## src/rtl/fpga_tree_engine.sv

```systemverilog
// Pipelined binary decision-tree classifier: one tree level per stage, then a leaf-class lookup.
// The node/leaf table is writable only while the pipeline is completely empty.
module fpga_tree_engine #(
  parameter int NUM_FEATURES = 4,
  parameter int FEAT_W       = 16,
  parameter int DEPTH        = 3,
  parameter int TAG_W        = 8,
  parameter int IDX_W        = (NUM_FEATURES > 1) ? $clog2(NUM_FEATURES) : 1,
  parameter int ADDR_W       = DEPTH + 1,
  parameter int CFG_W        = IDX_W + FEAT_W
) (
  input  logic                           clk,
  input  logic                           rst,
  input  logic                           in_valid,
  output logic                           in_ready,
  input  logic [NUM_FEATURES*FEAT_W-1:0] in_features,
  input  logic [TAG_W-1:0]               in_tag,
  output logic                           out_valid,
  input  logic                           out_ready,
  output logic                           out_prediction,
  output logic [DEPTH-1:0]               out_leaf,
  output logic [TAG_W-1:0]               out_tag,
  input  logic                           cfg_we,
  output logic                           cfg_ready,
  input  logic [ADDR_W-1:0]              cfg_addr,
  input  logic [CFG_W-1:0]               cfg_data,
  output logic [31:0]                    pos_count
);

  localparam int NODES = (1 << DEPTH) - 1;
  localparam int LAST  = (1 << (DEPTH + 1)) - 2;
  localparam int TBL   = 1 << ADDR_W;

  // Tables span the full address space so any cfg_addr/node index is in range.
  logic [FEAT_W-1:0] thr  [TBL];
  logic [IDX_W-1:0]  fidx [TBL];
  logic              cls  [TBL];

  logic [DEPTH-1:0]               s_valid;
  logic [ADDR_W-1:0]              s_node [DEPTH];
  logic [NUM_FEATURES*FEAT_W-1:0] s_feat [DEPTH];
  logic [TAG_W-1:0]               s_tag  [DEPTH];
  logic [ADDR_W-1:0]              nxt_node [DEPTH];
  logic [DEPTH-1:0]               go_right;

  logic stall;
  logic accept;
  logic cfg_wr;

  assign stall     = out_valid && !out_ready;
  assign in_ready  = !stall && !cfg_we;
  assign accept    = in_valid && in_ready;
  assign cfg_ready = (s_valid == '0) && !out_valid;
  assign cfg_wr    = cfg_we && cfg_ready;

  // Out-of-range indices select zero, which can never exceed a threshold, so they go left.
  function automatic logic [FEAT_W-1:0] pick(input logic [NUM_FEATURES*FEAT_W-1:0] vec,
                                             input logic [IDX_W-1:0] idx);
    pick = '0;
    for (int f = 0; f < NUM_FEATURES; f++) begin
      if (idx == IDX_W'(f)) pick = vec[f*FEAT_W +: FEAT_W];
    end
  endfunction

  for (genvar k = 0; k < DEPTH; k++) begin : g_lvl
    logic [ADDR_W-1:0]              cur;
    logic [NUM_FEATURES*FEAT_W-1:0] vec;
    if (k == 0) begin : g_root
      assign cur = '0;
      assign vec = in_features;
    end else begin : g_inner
      assign cur = s_node[k-1];
      assign vec = s_feat[k-1];
    end
    assign go_right[k] = pick(vec, fidx[cur]) > thr[cur];
    assign nxt_node[k] = (cur << 1) + ADDR_W'(1) + ADDR_W'(go_right[k]);
  end

  always_ff @(posedge clk) begin
    if (rst) begin
      s_valid        <= '0;
      out_valid      <= 1'b0;
      out_prediction <= 1'b0;
      out_leaf       <= '0;
      out_tag        <= '0;
      pos_count      <= '0;
      for (int i = 0; i < TBL; i++) begin
        thr[i]  <= '1;
        fidx[i] <= '0;
        cls[i]  <= 1'b0;
      end
      for (int k = 0; k < DEPTH; k++) begin
        s_node[k] <= '0;
        s_feat[k] <= '0;
        s_tag[k]  <= '0;
      end
    end else begin
      if (cfg_wr) begin
        if (int'(cfg_addr) < NODES) begin
          fidx[cfg_addr] <= cfg_data[CFG_W-1:FEAT_W];
          thr[cfg_addr]  <= cfg_data[FEAT_W-1:0];
        end else if (int'(cfg_addr) <= LAST) begin
          cls[cfg_addr] <= cfg_data[0];
        end
      end

      if (!stall) begin
        s_valid[0] <= accept;
        if (accept) begin
          s_node[0] <= nxt_node[0];
          s_feat[0] <= in_features;
          s_tag[0]  <= in_tag;
        end
        for (int k = 1; k < DEPTH; k++) begin
          s_valid[k] <= s_valid[k-1];
          if (s_valid[k-1]) begin
            s_node[k] <= nxt_node[k];
            s_feat[k] <= s_feat[k-1];
            s_tag[k]  <= s_tag[k-1];
          end
        end
        out_valid <= s_valid[DEPTH-1];
        if (s_valid[DEPTH-1]) begin
          out_prediction <= cls[s_node[DEPTH-1]];
          out_leaf       <= DEPTH'(s_node[DEPTH-1] - ADDR_W'(NODES));
          out_tag        <= s_tag[DEPTH-1];
        end
      end

      if (out_valid && out_ready && out_prediction && (pos_count != '1))
        pos_count <= pos_count + 32'd1;
    end
  end

endmodule
```

## config.mk

```make
export PLATFORM = sky130hd
export DESIGN_NAME = fpga_tree_engine
export DESIGN_NICKNAME = d
export VERILOG_FILES = /design/src/rtl/fpga_tree_engine.sv
export SDC_FILE = /design/constraint.sdc
export NUM_CORES = 1
export LEC_CHECK = 0
export ABC_AREA = 1
export BUFFER_PORTS_ARGS = -buffer_cell sky130_fd_sc_hd__buf_4
export CAP_MARGIN = 20
export CORE_UTILIZATION = 60
export CTS_CLUSTER_SIZE = 12
export DETAILED_ROUTE_END_ITERATION = 6
export PLACE_DENSITY = 0.82
export SKIP_CTS_REPAIR_TIMING = 1
export SYNTH_ARGS = -nofsm -noshare
export SYNTH_HDL_FRONTEND = slang
export SYNTH_SLANG_ARGS = --single-unit
```

## constraint.sdc

```tcl
create_clock -name clk -period 3.7 [get_ports clk]
set_input_delay 0.74 -clock clk [delete_from_list [all_inputs] [get_ports clk]]
set_output_delay 0.74 -clock clk [all_outputs]
set_load 0.03 [all_outputs]
```

==> flow_summary.yaml <==
global_route:
  grt_use_total_pct: 31.33
  grt_max_degree: 192
  grt_pass1_wl_um: 100600
  grt_antenna_before_repair: 0
  grt_pass1_vias: 18650
  grt-ovfl-total: 0
power:
  leakagePower_nw: 12.27
  total_power_w: 0.01376
  cellPowerDensity_nw_per_um2: 472.6
  peakVddDrop_mv: 0.5302
route:
  via_per_inst: 5.657
  wirelength_um: 66940
  wl_per_cell_um: 19.06
  vias: 19869
  ant_nets: 0
  drc: 0
  first_pass_iters: 7
  drtIter0Drc: 2720
floorplanning:
  io_pins: 146
  initial_core_util_pct: 60.94
  rows: 74
  die_h_um: 205.9
  coreArea_um2: 40920
  die_w_um: 205.9
  die_area_um2: 42380
sta:
  tns_ns: 0
  finalSetupViolCount: 0
  post-route-period-util_pct: 95.92
  hold_ws_ns: 0.3988
  slew_viol_final: 0
  max_freq_ghz: 0.2818
  hold_violations: 0
  max_slew_margin_pct: 26.04
  finalCriticalPeriod_ns: 3.549
  tightestPinTransition_ns: 1.109
  skew_ns: 0.01960
  grt_setup_unrepaired: "yes"
  fin_ws_ns: 0.1509
cts:
  clockRootBuffer: "clkbuf_16"
  clk-insertion-delay-late_ns: 0.61
  htree_levels: 2
  clk_pin_slew_ns: 0.06
  cts_sinks: 514
  numCtsBuffers: 54
  ctsLongestPathBuffers: 3
  cts_tree: "yes"
placed_design:
  place_congestion: 1.031
  hpwl_um: 46520
  port_buffers: 145
  place_ws_ns: 0.02265
  placedInstanceArea_um2: 27240
yosys:
  syn_inst: 2624
  ys_ff_latch: 514
  yosys_warnings: 0
  seq_area_frac_synth_pct: 59.96
  syn-cell-area_um2: 24940
  synth-edff-count: 466
  async_reset_ff_share_pct: 0
  synth_cell_types: 53
  synthFlopType: "edfxtp_1"
  synth.avg_cell_area_um2: 9.504
job:
  drv_cap: 0
finish:
  final_cell_area_um2: 29120
  area_growth_pct: 16.75
  antenna_cells: 0
  drive_gt1_share_pct: 12.21
  nNetsFinal: 3092
hold_path:
  hold_class: "in -> reg"
setup_path:
  crit_type: "reg -> reg"
  startpoint_type: "register"
  cp_data_arrival_time_ns: 3.89
  required_ns: 4.04
  end_kind: "register"
  crit_path_max_fanout: 27
status:
  status: "finished, final reports clean"
routing by layer:
layer	track usage [%]	share of wire (%)	up-vias
met5	0	0	-
met4	11.48	3.4	0
met3	6.591	11	174
met2	51.53	48	1184
met1	41.10	38	9304
li1	-	-	9207
through the flow:
step,util (%),cells
floorplan,-,2792
global placement,66.56,3400
detailed placement,66.56,3400
CTS,70.66,3495
global route,71.14,3512
finish,71.14,3512
final cells by class:
type	instances	area, µm²
clock buffer	80	1584
clock inverter	15	95.09
fill	2932	11810
inverter	332	1261
multi-input combinational	1807	8690
sequential	514	14950
tap	532	665.6
timing repair buffer	231	1861
timing repair inverter	1	5.005
layout by cell type, fill, tap and decap left out, types with 52 or more instances in the layout:
cell type,n
nand2_1,624
nor2_1,273
edfxtp_1,466
ha_1,52
a21oi_1,137
conb_1,170
nand3_1,241
o21ai_0,107
inv_1,317
buf_4,218
clkbuf_16,59
report_power, final:
part / internal, W / total, W / switching (W)
Sequential: 0.00667 / 0.00680 / 0.000134
Combinational: 0.000598 / 0.00181 / 0.00121
Clock: 0.00295 / 0.00515 / 0.00220
cell usage after synthesis, types with 32 or more instances:
cell type  instances  share of area, %
buf_2             45              0.90
nand2_1          626               9.4
clkbuf_1          58              0.87
o21ai_0          108               2.2
nor2_1           273               4.1
o22ai_1           32              0.80
edfxtp_1         466                56
dfxtp_1           48               3.9
nand3_1          242               4.9
inv_1            317               4.8
a21oi_1          137               2.7
ha_1              52               2.6
critical path: stages, from the launching register on:
cell	delay, ns
edfxtp_1	0.45
buf_4	0.19
buf_12	0.16
o21ai_1	0.15
nand2_1	0.07
nand3_1	0.12
nand3_4	0.15
nand2_8	0.17
nor2_8	0.08
buf_4	0.14
nand2_1	0.07
nand3_1	0.08
nand2_1	0.07
inv_1	0.05
ha_1	0.27
nand2_1	0.07
nor3_2	0.25
nand3_2	0.11
a21boi_2	0.18
ha_1	0.22
xnor2_1	0.14
nor2_1	0.06
cell families after synthesis:
logic type | share of synthesized area [%]
XOR/XNOR | 0.8780
adder cells (fa/ha/maj) | 2.609
buffers and inverters | 7.977
AO/OA/AOI/OAI | 7.395
AND/OR/NAND/NOR | 21.15
other | 0.03011
flip-flops | 59.96
state kept, by name, indices dropped and copies added (netlist names):
| name | flops |
|---|---|
| pos_count | 32 |
| out_leaf | 3 |
| s_feat | 128 |
| s_node | 10 |
| thr | 256 |
| out_valid | 1 |
| s_valid | 3 |
| s_tag | 24 |
| out_prediction | 1 |
| out_tag | 8 |
| fidx | 32 |
| cls | 16 |
final timing paths:
kind	start	slack [ns]	cells after the start	end
worst max-delay path	s_node[0][4]	0.15	21	s_node[0][10]
worst min-delay path	rst	0.40	2	s_valid[1]
worst max register to register	s_node[0][4]	0.15	21	s_node[0][10]
worst min register to register	s_tag[2][3]	0.47	2	out_tag[3]
Note: power is estimated with default switching activity, not from simulation.
